## config.mk

```make
export PLATFORM = sky130hd
export DESIGN_NAME = m68k_bus_ctrl
export DESIGN_NICKNAME = d
export VERILOG_FILES = /design/src/rtl/m68k_bus_ctrl.sv
export SDC_FILE = /design/constraint.sdc
export NUM_CORES = 1
export LEC_CHECK = 0
export ABC_AREA = 1
export ABC_CLOCK_PERIOD_IN_PS = 1900
export CAP_MARGIN = 40
export CORE_ASPECT_RATIO = 1.5
export CORE_MARGIN = 3
export CORE_UTILIZATION = 39
export DETAILED_ROUTE_END_ITERATION = 8
export GPL_ROUTABILITY_DRIVEN = 0
export PLACE_DENSITY = 0.85
export SLEW_MARGIN = 10
export SYNTH_ARGS = -nofsm -noshare
export SYNTH_HDL_FRONTEND = slang
export SYNTH_SLANG_ARGS = --single-unit
```

## constraint.sdc

```tcl
create_clock -name clk -period 1.9 [get_ports clk]
set_input_delay 0.285 -clock clk [delete_from_list [all_inputs] [get_ports clk]]
set_output_delay 0.285 -clock clk [all_outputs]
set_load 0.005 [all_outputs]
```

## src/rtl/m68k_bus_ctrl.sv

```systemverilog
// 68000 bus controller: samples AS/UDS/LDS, decodes RAM/VRAM/IO regions, inserts
// per-region wait states and answers each bus cycle with DTACKn or BERRn.
module m68k_bus_ctrl #(
  parameter int unsigned RAM_WAIT     = 0,
  parameter int unsigned VRAM_WAIT    = 1,
  parameter int unsigned IO_WAIT      = 2,
  parameter int unsigned BERR_TIMEOUT = 64
) (
  input  logic        clk,
  input  logic        reset,
  input  logic        as_n,
  input  logic        uds_n,
  input  logic        lds_n,
  input  logic        rw,
  input  logic [23:1] cpu_a,
  input  logic [15:0] cpu_dout,
  output logic [15:0] cpu_din,
  output logic        dtack_n,
  output logic        berr_n,
  output logic        ram_cs,
  output logic [1:0]  ram_we,
  output logic [13:0] ram_addr,
  input  logic [15:0] ram_dout,
  output logic        vram_wr,
  output logic        vram_rd,
  output logic [14:0] vram_addr,
  output logic [7:0]  vram_din,
  input  logic [7:0]  vram_dout,
  output logic        io_wr,
  output logic        io_rd,
  output logic [3:0]  io_addr,
  output logic [7:0]  io_din,
  input  logic [7:0]  io_dout
);

  typedef enum logic [2:0] {S_IDLE, S_DECODE, S_WAIT, S_ACK, S_ERR} state_e;
  typedef enum logic [1:0] {R_RAM, R_VRAM, R_IO, R_NONE} region_e;

  localparam logic [7:0] RAM_LOAD  = 8'(RAM_WAIT);
  localparam logic [7:0] VRAM_LOAD = 8'(VRAM_WAIT);
  localparam logic [7:0] IO_LOAD   = 8'(IO_WAIT);
  localparam logic [7:0] BERR_LOAD = 8'(BERR_TIMEOUT - 2);

  state_e      state_q, state_d;
  logic [7:0]  cnt_q, cnt_d;
  logic [23:1] addr_q, addr_d;
  logic        rw_q, rw_d;
  logic        uds_n_q, uds_n_d;
  logic        lds_n_q, lds_n_d;
  logic [7:0]  wdata_q, wdata_d;
  logic        armed_q, armed_d;
  logic [15:0] cpu_din_q, cpu_din_d;
  logic [1:0]  ram_we_q, ram_we_d;
  logic        vram_wr_q, vram_wr_d;
  logic        vram_rd_q, vram_rd_d;
  logic        io_wr_q, io_wr_d;
  logic        io_rd_q, io_rd_d;

  region_e     region;
  logic [7:0]  wait_load;

  always_comb begin
    region    = R_NONE;
    wait_load = BERR_LOAD;
    if (addr_q[23:15] == '0) begin
      region    = R_RAM;
      wait_load = RAM_LOAD;
    end else if (addr_q[23:16] == 8'h10) begin
      region    = R_VRAM;
      wait_load = VRAM_LOAD;
    end else if (addr_q[23:16] == 8'hFF && addr_q[15:5] == '0) begin
      region    = R_IO;
      wait_load = IO_LOAD;
    end
  end

  // NOTE: every signal gets its default before the case so no path infers a latch.
  always_comb begin
    state_d   = state_q;
    cnt_d     = cnt_q;
    addr_d    = addr_q;
    rw_d      = rw_q;
    uds_n_d   = uds_n_q;
    lds_n_d   = lds_n_q;
    wdata_d   = wdata_q;
    armed_d   = armed_q;
    cpu_din_d = cpu_din_q;
    ram_we_d  = 2'b00;
    vram_wr_d = 1'b0;
    vram_rd_d = 1'b0;
    io_wr_d   = 1'b0;
    io_rd_d   = 1'b0;

    unique case (state_q)
      S_IDLE: begin
        // A new cycle starts only after AS has been seen high while idle.
        if (as_n) begin
          armed_d = 1'b1;
        end else if (armed_q && (!uds_n || !lds_n)) begin
          state_d = S_DECODE;
          armed_d = 1'b0;
          addr_d  = cpu_a;
          rw_d    = rw;
          uds_n_d = uds_n;
          lds_n_d = lds_n;
          wdata_d = cpu_dout[7:0];
        end
      end
      S_DECODE: begin
        if (as_n) begin
          state_d = S_IDLE;
        end else begin
          state_d   = S_WAIT;
          cnt_d     = wait_load;
          vram_rd_d = rw_q && (region == R_VRAM);
          io_rd_d   = rw_q && (region == R_IO);
        end
      end
      S_WAIT: begin
        if (as_n) begin
          state_d = S_IDLE;
        end else if (cnt_q != 8'd0) begin
          cnt_d = cnt_q - 8'd1;
        end else if (region == R_NONE) begin
          state_d   = S_ERR;
          cpu_din_d = 16'hFFFF;
        end else begin
          state_d = S_ACK;
          if (rw_q) begin
            unique case (region)
              R_RAM:   cpu_din_d = ram_dout;
              R_VRAM:  cpu_din_d = {8'hFF, vram_dout};
              default: cpu_din_d = {8'hFF, io_dout};
            endcase
          end else begin
            ram_we_d  = (region == R_RAM) ? {~uds_n_q, ~lds_n_q} : 2'b00;
            vram_wr_d = (region == R_VRAM) && !lds_n_q;
            io_wr_d   = (region == R_IO) && !lds_n_q;
          end
        end
      end
      S_ACK, S_ERR: begin
        if (as_n) state_d = S_IDLE;
      end
      default: state_d = S_IDLE;
    endcase
  end

  // NOTE: sequential state uses non-blocking assignments so all registers update together.
  always_ff @(posedge clk or posedge reset) begin
    if (reset) begin
      state_q   <= S_IDLE;
      cnt_q     <= '0;
      addr_q    <= '0;
      rw_q      <= 1'b0;
      uds_n_q   <= 1'b1;
      lds_n_q   <= 1'b1;
      wdata_q   <= '0;
      armed_q   <= 1'b0;
      cpu_din_q <= '0;
      ram_we_q  <= 2'b00;
      vram_wr_q <= 1'b0;
      vram_rd_q <= 1'b0;
      io_wr_q   <= 1'b0;
      io_rd_q   <= 1'b0;
    end else begin
      state_q   <= state_d;
      cnt_q     <= cnt_d;
      addr_q    <= addr_d;
      rw_q      <= rw_d;
      uds_n_q   <= uds_n_d;
      lds_n_q   <= lds_n_d;
      wdata_q   <= wdata_d;
      armed_q   <= armed_d;
      cpu_din_q <= cpu_din_d;
      ram_we_q  <= ram_we_d;
      vram_wr_q <= vram_wr_d;
      vram_rd_q <= vram_rd_d;
      io_wr_q   <= io_wr_d;
      io_rd_q   <= io_rd_d;
    end
  end

  assign dtack_n   = (state_q != S_ACK);
  assign berr_n    = (state_q != S_ERR);
  assign ram_cs    = (state_q != S_IDLE) && (region == R_RAM);
  assign ram_addr  = addr_q[14:1];
  assign vram_addr = addr_q[15:1];
  assign io_addr   = addr_q[4:1];
  assign vram_din  = wdata_q;
  assign io_din    = wdata_q;
  assign cpu_din   = cpu_din_q;
  assign ram_we    = ram_we_q;
  assign vram_wr   = vram_wr_q;
  assign vram_rd   = vram_rd_q;
  assign io_wr     = io_wr_q;
  assign io_rd     = io_rd_q;

endmodule
```

=== After elaboration in Yosys (flattened, before gate mapping) ===
Cells that the tools add are included.

* Register bits after elaboration: 68
* Output and inout bits: 74

* Add/subtract/negate cells: 1
* Equal/unequal tests: 18
* Muxes and demuxes: 43
* Bitwise operators: 4
* Reductions and logical operators: 26

{| class="wikitable"
|+ Operator list
! kind !! count
|-
| 2-to-1 mux 16 bit || 2
|-
| one-hot mux 16 bit (2 select lines) || 1
|-
| 2-to-1 mux 8 bit || 3
|-
| 2-to-1 mux 2 bit || 9
|-
| 2-to-1 mux 3 bit || 6
|-
| 2-to-1 mux 6 bit || 3
|-
| 2-to-1 mux 1 bit || 17
|-
| one-hot mux 8 bit (2 select lines) || 1
|-
| != test 2 bit, second input constant || 6
|-
| one-hot mux 3 bit (4 select lines) || 1
|-
| AND reduction 4 bit || 3
|-
| zero test 11 bit || 1
|-
| zero test 9 bit || 1
|-
| == test 8 x 5 -> 1 bit, second input constant || 1
|-
| == test 8 bit, second input constant || 1
|-
| nonzero test 8 bit || 1
|-
| subtractor 8 x 1 -> 8 bit, second input constant || 1
|-
| logical AND 1 bit || 7
|-
| == test 3 x 2 -> 1 bit, second input constant || 2
|-
| != test 3 bit, second input constant || 2
|-
| nonzero test 2 bit || 3
|-
| == test 2 bit, second input constant || 2
|-
| inverter 1 bit || 4
|-
| == test 3 x 1 -> 1 bit, second input constant || 1
|-
| 11 further kinds || 13
|}

=== Depth between registers and ports, before layout ===
* Word-level depth: 12
* Gate-level depth with buffers: 11

=== Worst setup path after synthesis ===
OpenSTA, ideal clock, no wires.

* Path kind: flip-flop to flip-flop
* Start point: reg cnt_q[0]
* End point: reg cpu_din_q[0], in the netlist cpu_din[0]
* Library setup time: 0.118 ns
* Arrival: 1.479 ns
* Required time: 1.782 ns
* Slack: 0.303 ns
* Stages on the path, launching flop included: 11
* Buffers on the path: 1
* Cell sequence: dfrtp_1 > inv_1 > ha_1 > nand2_1 > nor2_1 > nand2_1 > nor2_8 > nand2_4 > buf_6 > nor2_1 > nor2_1

* Word-level cells in the longest chain between the ends: 3

{| class="wikitable"
|+ RTL lines
! element !! RTL line !! text
|-
| start: declaration || 45 || <nowiki>logic [7:0] cnt_q, cnt_d;</nowiki>
|-
| start signal: assignment || 168 || <nowiki>cnt_q <= cnt_d;</nowiki>
|-
| nonzero test 8 bit || 122 || <nowiki>end else if (cnt_q != 8'd0) begin</nowiki>
|-
| inverter 1 bit (no source line) || n/a ||
|-
| AND reduction 4 bit (no source line) || n/a ||
|-
| end signal: assignment || 175 || <nowiki>cpu_din_q <= cpu_din_d;</nowiki>
|-
| end: declaration || 52 || <nowiki>logic [15:0] cpu_din_q, cpu_din_d;</nowiki>
|}

No other way between the ends.
A chain may end at the register's enable or synchronous reset.

=== Worst setup path after layout ===
* Start point: reg addr_q[23] (netlist bit)
* End point: reg cpu_din_q[6], in the netlist cpu_din[6]

* Word-level cells in the longest chain between the ends: 9

{| class="wikitable"
|+ RTL lines
! element !! RTL line !! text
|-
| start: declaration || 46 || <nowiki>logic [23:1] addr_q, addr_d;</nowiki>
|-
| start signal: assignment || 169 || <nowiki>addr_q <= addr_d;</nowiki>
|-
| == test 8 bit || 71 || <nowiki>end else if (addr_q[23:16] == 8'hFF && addr_q[15:5] == '0) begin</nowiki>
|-
| logical AND 1 bit || 71 ||
|-
| 2-to-1 mux 1 bit || 71 ||
|-
| 2-to-1 mux 2 bit || 68 || <nowiki>end else if (addr_q[23:16] == 8'h10) begin</nowiki>
|-
| 2-to-1 mux 2 bit (*) || 65 || <nowiki>if (addr_q[23:15] == '0) begin</nowiki>
|-
| == test 2 x 1 -> 1 bit / zero test 2 bit (equally long branches) || 130 || <nowiki>unique case (region)</nowiki>
|-
| one-hot mux 16 bit (2 select lines) || 130 ||
|-
| 2-to-1 mux 16 bit || 129 || <nowiki>if (rw_q) begin</nowiki>
|-
| 2-to-1 mux 16 bit || 124 || <nowiki>end else if (region == R_NONE) begin</nowiki>
|}

Mark *: on every way between the ends. The rest lies on a longest branch, timed or not. The select of a mux whose other input is x is not followed.

==> results by group <==
Run status
  • Result of the run: complete, no violations

GRT
  • Number of global-route vias before repair: approximately 3200
  • Pin count of the biggest net entering global routing: between 60 and 70
  • Global Route Usage Sum: between 15 and 20%
  • Wire length of the first global-routing pass: around 15000 um
  • Antenna violations before repair: 0
  • Overall overflow remaining after global route: 0

Timing
  • Worst slew slack as a fraction of its limit: between 70 and 80%
  • Final min period: around 1.8 ns
  • Fin crit share: between 90% and 100%
  • Fmax: 567 MHz
  • Final Max Slew Viols: 0
  • Clock tree skew after final layout: about 0.0039 ns
  • Hold Violations, Final: 0
  • RSZ-0062 raised after global routing: no
  • Worst setup margin: 0.137 ns
  • Final setup violation count: 0
  • Final total negative setup slack: 0 ns
  • Tightest Pin Transition: 0.363 ns
  • Worst slack on hold paths: 0.421 ns

Min path
  • Type of the tightest min-delay check: in -> async

Synthesis
  • Cell area after synthesis: 0.00359 mm2
  • Post-Syn Area per Cell: 8.85 um2
  • Largest cells by area after synthesis: sky130_fd_sc_hd__dfrtp_1 (46%), sky130_fd_sc_hd__buf_4 (8.8%), sky130_fd_sc_hd__mux2_1 (7.8%), sky130_fd_sc_hd__nand2_1 (5.9%), sky130_fd_sc_hd__nor2_1 (5.7%)
  • Fraction of registers with async set or reset after synthesis: 100%
  • Number of flip-flops and latches in the synthesized netlist: just under 70
  • Commonest cells in the synthesized netlist: sky130_fd_sc_hd__dfrtp_1 (66), sky130_fd_sc_hd__nand2_1 (56), sky130_fd_sc_hd__nor2_1 (55)
  • Gate count after technology mapping: between 400 and 500
  • Number of enable flip-flop cells after synthesis: 0
  • Net count of the mapped netlist: just under 500
  • Sequential element share of the synthesized area: ~47%
  • Warnings, synthesis: 0
  • Area fraction of the dominant cell type after synthesis: between 40% and 50%
  • Synth cell types: 31
  • Library cell occupying the most area in the post-synthesis netlist: sky130_fd_sc_hd__dfrtp_1
  • Most frequent cell after synthesis: sky130_fd_sc_hd__dfrtp_1
  • Ys flop type: sky130_fd_sc_hd__dfrtp_1

Placement
  • Worst slack at placement: 0.0990 ns
  • Post-detail-place hpwl: between 6000 and 7000 um
  • Count of port buffers added during placement: between 100 and 150

Power
  • Power density over cell area: about 1300 mW/mm2
  • Power, Total: roughly 6.9 mW
  • Leakage power figure: approximately 2.3 nW
  • Highest ir drop seen on vdd: between 0.6 and 0.7 mV

Routing
  • Detailed-route via count: a little over 3000
  • Residual DRC: 0
  • Number of search-and-repair iterations in the first detailed-routing pass: 4
  • Final Routed Wirelength: 8860 um
  • WL/cell: roughly 14 um
  • Remaining antenna violation count after routing: 0
  • First DRT Iteration DRCs: roughly 100
  • Vias per inst: a little under 5

Finish
  • Fraction of final layout cells sized beyond drive strength 1: 10.9%
  • Core Util, Final: between 50% and 60%
  • Antenna cell count: 0
  • Area added between synthesis and finish: 45.7%
  • Number of nets in the layout: ~600

Critical path
  • Critical Path Fanout Max: 24
  • Worst EP required: roughly 2.1 ns
  • Worst reg-to-reg path cell count: 10
  • Startpoint type of the worst setup path: register
  • Critical R2R Launch: addr_q[23]
  • Kind of critical path: reg -> reg
  • FF-to-FF End: cpu_din[6]
  • Reg2reg setup slack: 0.14 ns
  • Crit path capture type: register
  • Arrival time of the worst setup path: slightly below 2 ns

Clock tree
  • H-tree Lvls: 3
  • Clock input transition at the sequential cells of the worst setup and hold paths: roughly 0.060 ns
  • Clock tree root buffer cell: sky130_fd_sc_hd__clkbuf_16
  • Count of hold-fix buffers inserted at cts: 0
  • Maximum buffer depth of the clock tree: 2
  • Number of buffers added by the clock tree synthesis step: 9
  • CTS tree: yes
  • Worst-Skew Late Latency: roughly 0.32 ns
  • Count of clock tree sinks: just under 70

Floorplan
  • Overall die area: 0.0104 mm2
  • IO Pins: between 150 and 200
  • Core area: a little under 0.009 mm2
  • Effective utilization at floorplan: between 40% and 50%
  • Die Width: about 84 um
  • Die Span Y: between 100 and 150 um
  • Number of rows in the core area: 42

Flow run
  • Count of maximum capacitance violations: 0
worst max-delay path, stage by stage, from the launching register on:
cell	delay, ns
sky130_fd_sc_hd__dfrtp_1	0.38
sky130_fd_sc_hd__inv_2	0.05
sky130_fd_sc_hd__nand2_2	0.11
sky130_fd_sc_hd__nor2_4	0.06
sky130_fd_sc_hd__buf_4	0.16
sky130_fd_sc_hd__o21ai_2	0.19
sky130_fd_sc_hd__nand2_2	0.09
sky130_fd_sc_hd__nand2_2	0.21
sky130_fd_sc_hd__nand2_8	0.16
sky130_fd_sc_hd__nor2_1	0.16
sky130_fd_sc_hd__nor2_1	0.07
layout by cell type (no fill, tap or decap):
cell and n:
sky130_fd_sc_hd__o21ai_0 11, sky130_fd_sc_hd__nor3_4 1, sky130_fd_sc_hd__o21ai_2 1, sky130_fd_sc_hd__buf_6 1, sky130_fd_sc_hd__nor2_4 2, sky130_fd_sc_hd__mux2_1 25, sky130_fd_sc_hd__nand2_8 1, sky130_fd_sc_hd__nand2_4 1
sky130_fd_sc_hd__bufinv_16 2, sky130_fd_sc_hd__and2_1 1, sky130_fd_sc_hd__buf_12 2, sky130_fd_sc_hd__o21ai_1 9, sky130_fd_sc_hd__nand3_2 1, sky130_fd_sc_hd__clkbuf_16 9, sky130_fd_sc_hd__nor2_2 4, sky130_fd_sc_hd__clkinv_1 1
sky130_fd_sc_hd__clkdlybuf4s50_1 141, sky130_fd_sc_hd__clkinv_4 1, sky130_fd_sc_hd__o211ai_1 1, sky130_fd_sc_hd__nor2_1 54, sky130_fd_sc_hd__nand3_1 37, sky130_fd_sc_hd__nand4_1 3, sky130_fd_sc_hd__a21boi_1 1, sky130_fd_sc_hd__inv_1 26
sky130_fd_sc_hd__clkinvlp_4 1, sky130_fd_sc_hd__nand2_2 7, sky130_fd_sc_hd__nor2_8 1, sky130_fd_sc_hd__inv_2 6, sky130_fd_sc_hd__clkbuf_1 2, sky130_fd_sc_hd__mux2_2 2, sky130_fd_sc_hd__clkbuf_8 2, sky130_fd_sc_hd__a21oi_1 24
sky130_fd_sc_hd__nand2_1 54, sky130_fd_sc_hd__dfstp_2 2, sky130_fd_sc_hd__nor3_1 8, sky130_fd_sc_hd__dlygate4sd2_1 1, sky130_fd_sc_hd__or2_4 1, sky130_fd_sc_hd__buf_4 9, sky130_fd_sc_hd__dfrtp_1 66, sky130_fd_sc_hd__ha_1 1
cell type report:
| type | count | area [um2] |
|---|---|---|
| fill | 752 | 3650 |
| clock buffer | 13 | 260 |
| timing repair buffer | 154 | 1540 |
| sequential | 68 | 1700 |
| clock inverter | 3 | 68.8 |
| multi-input combinational | 251 | 1390 |
| inverter | 34 | 131 |
| tap | 110 | 138 |
power breakdown:
group          leakage (nW)  total [mW]  internal (mW)  switching, mW
sequential            0.843        2.35           1.95          0.402
combinational          1.31        2.73           1.60           1.14
clock                 0.160        1.82           1.22          0.595
kinds of logic after synthesis:
family                   count (synthesis)  share of synthesized area, %
AO/OA/AOI/OAI                           47                          6.79
adder cells (fa/ha/maj)                  1                         0.348
buffers and inverters                   87                          14.2
multiplexers                            27                          8.46
flip-flops                              68                          47.4
AND/OR/NAND/NOR                        176                          22.7
worst max-delay path by stage:
stage / start / to / slack [ns]
after floorplan: cnt_q[0] / cpu_din[0] / 0.30
after global placement: as_n / cpu_din[3] / 0.14
after detailed placement: addr_q[22] / cpu_din[1] / 0.1
after CTS: addr_q[22] / cpu_din[6] / 0.05
after global routing: addr_q[22] / cpu_din[1] / 0.02
final: addr_q[23] / cpu_din[6] / 0.14
state kept, by name (all words and copies together) (netlist names):
register and count:
rw_q 1, vram_wr 1, ram_we 2, vram_rd 1, io_wr 1, addr_q 23
cpu_din 16, state_q 3, io_rd 1, uds_n_q 1, cnt_q 8, armed_q 1
lds_n_q 1, io_din 8
metal layers:
layer | vias up | wire length (um) | GRT usage [%]
met1 | 1455 | 3460 | 19.7
met5 | - | 0 | 0
met2 | 121 | 4710 | 32.6
met4 | 0 | 110 | 5.94
li1 | 1504 | - | -
met3 | 9 | 571 | 5.27
metrics by stage:
stage / std cells / cell area (um2)
2_1_floorplan: 406 / 3600
3_3_place_gp: 616 / 4880
3_5_place_dp: 616 / 4880
4_1_cts: 632 / 5210
5_1_grt: 633 / 5240
6_report: 633 / 5240
what timing repair did:
action	CTS	global route
buffers inserted	0	1
gates resized for setup	3	3
pin swaps	0	1
endpoints found under the setup margin	1	17
hold endpoints to repair	0	0
(Power assumes the default switching activity.)
